<file path="src/rtl/demux16_pkg.sv">
// Shared constants and state encoding for the 16:1 serial demultiplexer.
// DEMUX16_PARITY_EN adds the PARITY state and lengthens a frame to 17 bits.
package demux16_pkg;

    localparam int unsigned DEMUX_WIDTH = 16;
    localparam int unsigned DEMUX_IDX_W = 4;

`ifdef DEMUX16_PARITY_EN
    localparam int unsigned FRAME_LEN = DEMUX_WIDTH + 1;
`else
    localparam int unsigned FRAME_LEN = DEMUX_WIDTH;
`endif

    typedef enum logic [1:0] {
        IDLE,
        SHIFT
`ifdef DEMUX16_PARITY_EN
        ,
        PARITY
`endif
    } state_t;

endpackage

</file>
<file path="src/rtl/demux16_dec.sv">
// Combinational 4-to-16 one-hot decoder driving the shadow-slot write enables;
// the structural inverse of the 16:1 mux tree.
module demux16_dec
    import demux16_pkg::*;
#(
    parameter int unsigned WIDTH = DEMUX_WIDTH,
    parameter int unsigned IDX_W = DEMUX_IDX_W
) (
    input  logic [IDX_W-1:0] idx,
    input  logic             wr,
    output logic [WIDTH-1:0] en
);

    always_comb begin
        en = '0;
        if (wr) begin
            en[idx] = 1'b1;
        end
    end

endmodule

</file>
<file path="src/rtl/demux16_deser.sv">
// Serial-to-parallel demultiplexer: assembles framed bits into a 16-bit word.
// Build option DEMUX16_PARITY_EN appends an even-parity bit and the par_err port.
module demux16_deser
    import demux16_pkg::*;
#(
    parameter int unsigned WIDTH = DEMUX_WIDTH,
    parameter int unsigned IDX_W = DEMUX_IDX_W
) (
    input  logic             clk,
    input  logic             rst_n,
    input  logic             in_bit,
    input  logic             in_valid,
    input  logic             frame_start,
    output logic [WIDTH-1:0] out_word,
    output logic             out_valid,
    output logic [IDX_W-1:0] sel,
    output logic             busy,
    output logic             frame_err
`ifdef DEMUX16_PARITY_EN
    ,
    output logic             par_err
`endif
);

    localparam logic [IDX_W-1:0] LAST_SLOT = IDX_W'(WIDTH - 1);
    localparam logic [IDX_W-1:0] ONE       = IDX_W'(1);

    state_t           state_q, state_d;
    logic [IDX_W-1:0] sel_q, sel_d;
    logic [IDX_W-1:0] wr_idx;
    logic             wr;
    logic [WIDTH-1:0] wr_en;
    logic [WIDTH-1:0] shadow_q, shadow_d;
    logic             load_out;
    logic             abort;

    demux16_dec #(
        .WIDTH(WIDTH),
        .IDX_W(IDX_W)
    ) u_dec (
        .idx(wr_idx),
        .wr (wr),
        .en (wr_en)
    );

    // A frame_start always lands in slot 0, regardless of the current index.
    always_comb begin
        state_d  = state_q;
        sel_d    = sel_q;
        wr       = 1'b0;
        wr_idx   = sel_q;
        load_out = 1'b0;
        abort    = 1'b0;
        if (in_valid) begin
            case (state_q)
                IDLE: begin
                    if (frame_start) begin
                        wr      = 1'b1;
                        wr_idx  = '0;
                        sel_d   = ONE;
                        state_d = SHIFT;
                    end
                end
                SHIFT: begin
                    wr = 1'b1;
                    if (frame_start) begin
                        abort  = 1'b1;
                        wr_idx = '0;
                        sel_d  = ONE;
                    end else if (sel_q == LAST_SLOT) begin
                        sel_d = '0;
`ifdef DEMUX16_PARITY_EN
                        state_d = PARITY;
`else
                        load_out = 1'b1;
                        state_d  = IDLE;
`endif
                    end else begin
                        sel_d = sel_q + ONE;
                    end
                end
`ifdef DEMUX16_PARITY_EN
                PARITY: begin
                    if (frame_start) begin
                        abort   = 1'b1;
                        wr      = 1'b1;
                        wr_idx  = '0;
                        sel_d   = ONE;
                        state_d = SHIFT;
                    end else begin
                        load_out = 1'b1;
                        state_d  = IDLE;
                    end
                end
`endif
                default: begin
                    state_d = IDLE;
                    sel_d   = '0;
                end
            endcase
        end
    end

    always_comb begin
        shadow_d = (shadow_q & ~wr_en) | (wr_en & {WIDTH{in_bit}});
    end

    always_ff @(posedge clk) begin
        if (!rst_n) begin
            state_q   <= IDLE;
            sel_q     <= '0;
            shadow_q  <= '0;
            out_word  <= '0;
            out_valid <= 1'b0;
            frame_err <= 1'b0;
        end else begin
            state_q   <= state_d;
            sel_q     <= sel_d;
            shadow_q  <= shadow_d;
            out_valid <= load_out;
            frame_err <= abort;
            // Merge the bit sampled on this edge so completion has no extra cycle.
            if (load_out) begin
                out_word <= shadow_d;
            end
        end
    end

`ifdef DEMUX16_PARITY_EN
    logic par_acc;

    // Slot 0 is only written at frame start, so it restarts the running XOR.
    always_ff @(posedge clk) begin
        if (!rst_n) begin
            par_acc <= 1'b0;
            par_err <= 1'b0;
        end else begin
            if (wr) begin
                par_acc <= (wr_idx == '0) ? in_bit : (par_acc ^ in_bit);
            end
            if (load_out) begin
                par_err <= par_acc ^ in_bit;
            end
        end
    end
`endif

    assign sel  = sel_q;
    assign busy = (state_q != IDLE);

endmodule

</file>
<file path="config.mk">
export PLATFORM = sky130hd
export DESIGN_NAME = demux16_deser
export DESIGN_NICKNAME = d
export VERILOG_FILES = /design/src/rtl/demux16_pkg.sv /design/src/rtl/demux16_dec.sv /design/src/rtl/demux16_deser.sv
export SDC_FILE = /design/constraint.sdc
export NUM_CORES = 1
export LEC_CHECK = 0
export ABC_AREA = 1
export CORE_MARGIN = 2
export CORE_UTILIZATION = 52
export CTS_CLUSTER_SIZE = 16
export DETAILED_ROUTE_END_ITERATION = 6
export PLACE_DENSITY = 0.74
export REMOVE_ABC_BUFFERS = 1
export SLEW_MARGIN = 10
export SYNTH_ARGS = -nofsm -noshare
export SYNTH_HDL_FRONTEND = slang
export SYNTH_SLANG_ARGS = --single-unit
export TNS_END_PERCENT = 10
</file>
<file path="constraint.sdc">
create_clock -name clk -period 1.6 [get_ports clk]
set_input_delay 0.32 -clock clk [delete_from_list [all_inputs] [get_ports clk]]
set_output_delay 0.32 -clock clk [all_outputs]
set_load 0.01 [all_outputs]
</file>
# --- Word level (Yosys, flattened, before mapping) ---
# Cells that the tools add are included.
totals:
  regBits: 40
op_classes:
  add_sub_neg: 1
  order_cmp: 2
  eq_ne: 5
  muxes: 21
  bitwise_logic: 4
  n_reduce_logical: 7
op_table:
  columns: ["cell", "n"]
  rows:
  - ["bitwise AND 16 bit", 2]
  - ["2-to-1 mux 4 bit", 6]
  - ["2-to-1 mux 16 bit", 1]
  - ["inverter 16 bit", 1]
  - ["bitwise OR 16 bit", 1]
  - ["one-hot mux 4 bit (2 select lines)", 1]
  - ["2-to-1 mux 1 bit", 7]
  - ["2-to-1 mux 2 bit", 3]
  - ["inequality test 2 bit, second input constant", 3]
  - ["less-than comparator 4 x 5 -> 1 bit, second input constant", 1]
  - ["adder 4 x 1 -> 4 bit, second input constant", 1]
  - ["demux 1 bit (select 4 bit)", 1]
  - ["== test 4 bit, second input constant", 1]
  - ["greater-or-equal comparator 4 x 1 -> 1 bit, second input constant", 1]
  - ["one-hot mux 2 bit (2 select lines)", 1]
  - ["AND reduction 4 bit", 1]
  - ["AND reduction 3 bit", 1]
  - ["== test 2 x 1 -> 1 bit, second input constant", 1]
  - ["zero test 2 bit", 1]
  - ["one-hot mux 1 bit (2 select lines)", 1]
  - ["AND reduction 2 bit", 1]
  - ["nonzero test 2 bit", 1]
  - ["OR reduction 2 bit", 1]
  - ["logical AND 1 bit", 1]

# --- Logic depth before layout (Yosys ltp) ---
logic_depth:
  ltp_word: 12
  depth_mapped: 10
  depth_no_buf: 9

# --- Cells and area by module ---
# From an unflattened synthesis, not the netlist that was laid out.
unflattened:
  cells_unflattened: 283
  area_unflattened_um2: 1810.5
by_module_without_submodules:
  columns: ["mod", "n_inst", "cells_each", "area_each_um2", "seq_area_each_um2"]
  rows:
  - ["demux16_deser", 1, 251, 1684.1, 780.7]
  - ["demux16_dec", 1, 32, 126.4, 0.0]

# --- Least setup slack after synthesis ---
# Ideal clock, no wire load.
synth_timing:
  path_kind: "register to register"
  from: "register sel_q[0], in the netlist sel[0]"
  to: "register out_word[12]"
  setup_time_ps: 109
  t_arrival_ps: 1403
  required_ps: 1491
  slack_ps: 88
  stages_incl_launch_ff: 10
  synth_period_minus_slack_ps: 1512
  path_cell_list: "dfxtp_1 -> ha_1 -> nand2_1 -> inv_1 -> nand2_2 -> nor2_8 -> buf_4 -> nand3_1 -> nand2_1 -> inv_1"
synth_between:
  elab_chain_len: 11
  elab_cells_between_ends: 18
  cone_classes: "order compare (2); eq/ne (1); mux (10); bitwise (4); reduce/logical (1)"
synth_lines:
  columns: ["element", "line", "text"]
  rows:
  - ["from (decl)", "demux16_deser.sv:29", "logic [IDX_W-1:0] sel_q, sel_d;"]
  - ["from (signal assigned)", "demux16_deser.sv:118", "sel_q <= sel_d;"]
  - ["2-to-1 mux 4 bit", "demux16_deser.sv:57, demux16_deser.sv:66", null]
  - ["2-to-1 mux 4 bit", null, null]
  - ["2-to-1 mux 4 bit", "demux16_deser.sv:54", "if (in_valid) begin"]
  - ["less-than comparator 4 x 5 -> 1 bit (not written as such) / greater-or-equal comparator 4 x 1 -> 1 bit (equally long branches)", "demux16_dec.sv:17", "en[idx] = 1'b1;"]
  - ["logical AND 1 bit (not written as such)", "demux16_dec.sv:17", null]
  - ["2-to-1 mux 1 bit (not written as such)", "demux16_dec.sv:17", null]
  - ["demux 1 bit (select 4 bit)", null, null]
  - ["2-to-1 mux 16 bit", "demux16_dec.sv:16", "if (wr) begin"]
  - ["inverter 16 bit", "demux16_deser.sv:105", "shadow_d = (shadow_q & ~wr_en) | (wr_en & {WIDTH{in_bit}});"]
  - ["bitwise AND 16 bit", "demux16_deser.sv:105", null]
  - ["bitwise OR 16 bit", "demux16_deser.sv:105", null]
  - ["to (signal assigned)", "demux16_deser.sv:124", "out_word <= shadow_d;"]
  - ["to (decl)", "demux16_deser.sv:14", "output logic [WIDTH-1:0] out_word,"]
# Parallel ways exist; a longest one is shown, timed or not.
# A chain may end at the register's enable or synchronous reset.

# --- Final worst setup path ---
layout_timing:
  from: "register out_word[6]"
  to: "output out_word[6]"
# No word-level cell between the ends.

==> metrics.cfg <==
[global_route]
grt_max_degree=17
antenna_found_initial=0
grt_pass1_vias=1373
grt_use_total=0.215
grt_pass1_wl_um=5960
gr-total-overflow=0

[pwr]
p_clk_frac=0.345
pwr-share-comb=0.074
power.total_mw=1.69
power.leakage_nw=1.17
power_density_nw_per_um2=735
power.share.switching=0.238
p_sw_mw=0.401
peakVddDrop_mv=0.723
seq_power_share=0.581
power.internal_mw=1.29

[finish]
drive_above_1_share=0.147
final_common_cell=nand2_1
final_core_util=0.699
area.growth.synth_to_final_pct=31.2
final_nets=297
finalInstanceArea_um2=2290
diodes=0
layout_common_cells=nand2_1, nor2_1, dfxtp_1
fill_cells=286

[logic_synthesis]
syn_inst=245
ys_ff_latch=39
synth.avg_cell_area_um2=7.14
yosys.cell_types.count=26
seq_area_frac_synth=0.446
synthesis.area_um2=1750
yosys_warnings=0

[clock_tree]
cts_post_setup_buffers_inserted=0
cts.path.max_buffers=2
insertion_delay_ns=0.36
htree_levels=2
path_clk_slew_ns=0.12
clk_root_buffer_cell=clkbuf_4
cts_hold_buffers=0
cts_tree=done
clkSinkCount=39
cts_buffers=5

[setup_path]
critPathMaxStageDelay_ns=0.54
crit_family=buffers and inverters
cp_cell_sequence=clkdlybuf4s50_1
critPathBufInv=1
critPathMaxFanout=2
cp-end-kind=output pin
start_kind=flop
critical_path_arrival_ns=1.25
critPathRequiredTime_ns=1.28
path_class=reg2out
cpMaxStageDelayCell=clkdlybuf4s50_1

[floorplanning]
dieArea_um2=3840
die_w_um=62
num_io_pins=28
start_util=0.533
rows=21
die_y_um=62
coreArea_um2=3280

[detailed_routing]
dr.pass1.iters=4
wl_per_cell_um=10.7
drt_iter0_drc=113
routed_wirelength_um=3630
drc=0
drt-met1-wl_um=1690
num_vias=1643
dr.max_layer_used=met4
dr_wl_met3_um=145
vias_per_cell=4.86
final_antenna_net_count=0
dr_wl_met2_um=1740

[sta]
skew_ns=0.0116
tightest_slew_ns=0.367
max-slew-margin-rel=0.755
hold_viol_final=0
fin_crit_sh=0.979
drv_slew=0
fmax_ghz=0.638
setup_violations=0
grt_setup_unrepaired=no
finalCriticalPeriod_ns=1.57

[run]
cap_viol_max_count=0

[status]
status=finished, final reports clean

[worst_hold_path]
hold_path_class=reg2reg

[placed_design]
place_congestion=0.840
dpl_cell_area_um2=2200
dpl.hpwl_um=2670
port-buffer-count=27

==> area by class of cell <==
| type | instances | area, µm² | share of cell area |
|---|---|---|---|
| Clock buffer | 7 | 65.1 | 0.0284 |
| Timing Repair Buffer | 47 | 463 | 0.202 |
| Multi-Input combinational cell | 170 | 807 | 0.352 |
| Clock inverter | 1 | 7.51 | 0.00327 |
| Tap cell | 46 | 57.6 | 0.0251 |
| Sequential cell | 39 | 790 | 0.344 |
| Inverter | 28 | 105 | 0.0458 |
==> metrics by stage <==
stage / hold slack, ns / setup TNS, ns / worst slack (ns) / std cells
2_1_floorplan: 0.443 / 0 / 0.0467 / 237
3_3_place_gp: 0.453 / -3.09 / -0.172 / 330
3_5_place_dp: 0.459 / -3.72 / -0.218 / 330
4_1_cts: 0.475 / 0 / 0.000806 / 338
5_1_grt: 0.487 / 0 / 0.000711 / 338
6_report: 0.472 / 0 / 0.0330 / 338
==> registers in the layout (all words and copies together) (netlist names) <==
| signal | count |
|---|---|
| out_word | 16 |
| state_q | 1 |
| shadow_q | 16 |
| out_valid | 1 |
| sel | 4 |
| frame_err | 1 |
==> what timing repair did <==
| item | in CTS | in global routing |
|---|---|---|
| cloned | 0 | 0 |
| resized for setup | 9 | 9 |
| endpoints found under the setup margin | 5 | 9 |
==> cells by family (layout without fill, tap and decap cells) <==
kind of cell	Yosys count	after routing	synth area share
buffers and inverters	36	83	0.0923
and+or+nand+nor	141	141	0.368
AOI/OAI and AO/OA	28	28	0.0858
adders and majority gates	1	1	0.00715
DFF	39	39	0.446
==> routing by layer <==
| layer | vias up | GRT usage |
|---|---|---|
| met5 | - | 0 |
| met3 | 5 | 0.0600 |
| met1 | 733 | 0.277 |
| li1 | 876 | - |
| met4 | 0 | 0.109 |
| met2 | 29 | 0.329 |
==> synth_stat cells (all sizes together) <==
cell     number  area [µm²]
nand2        60         240
nand4         3        18.8
inv          27         101
nor2         41         188
o2111ai       1        8.76
dfxtp        39         781
a21oi        19        95.1
clkinv        1        3.75
clkbuf        4        15.0
nor3          1        5.00
buf           4        41.3
o21ai         7        38.8
nand3b        1        7.51
nand3        35         185
ha            1        12.5
o211ai        1        7.51
==> power groups by stage <==
stage	Combinational, mW	Sequential [mW]	Clock [mW]
CTS	0.126	0.979	0.591
global route	0.139	0.980	0.623
detailed placement	0.128	1.00	0
global placement	0.127	1.00	0
finish	0.125	0.979	0.582
floorplan	0.0480	1.01	0
==> path summary, 6_finish.rpt <==
kind                     from           end  slack, ns  depth (start not counted)
setup / recovery  out_word[6]   out_word[6]       0.03                          1
hold reg to reg   shadow_q[0]   shadow_q[0]       0.47                          2
hold / removal    shadow_q[0]   shadow_q[0]       0.47                          2
setup reg to reg       sel[0]  out_word[15]       0.16                          9
==> worst min-delay path, delay by kind of cell (launching register included) <==
kind             cells  cell delay [ns]
AO/OA/AOI/OAI        1             0.06
flip-flops           1             0.31
AND/OR/NAND/NOR      1             0.07
(Power assumes the default switching activity.)
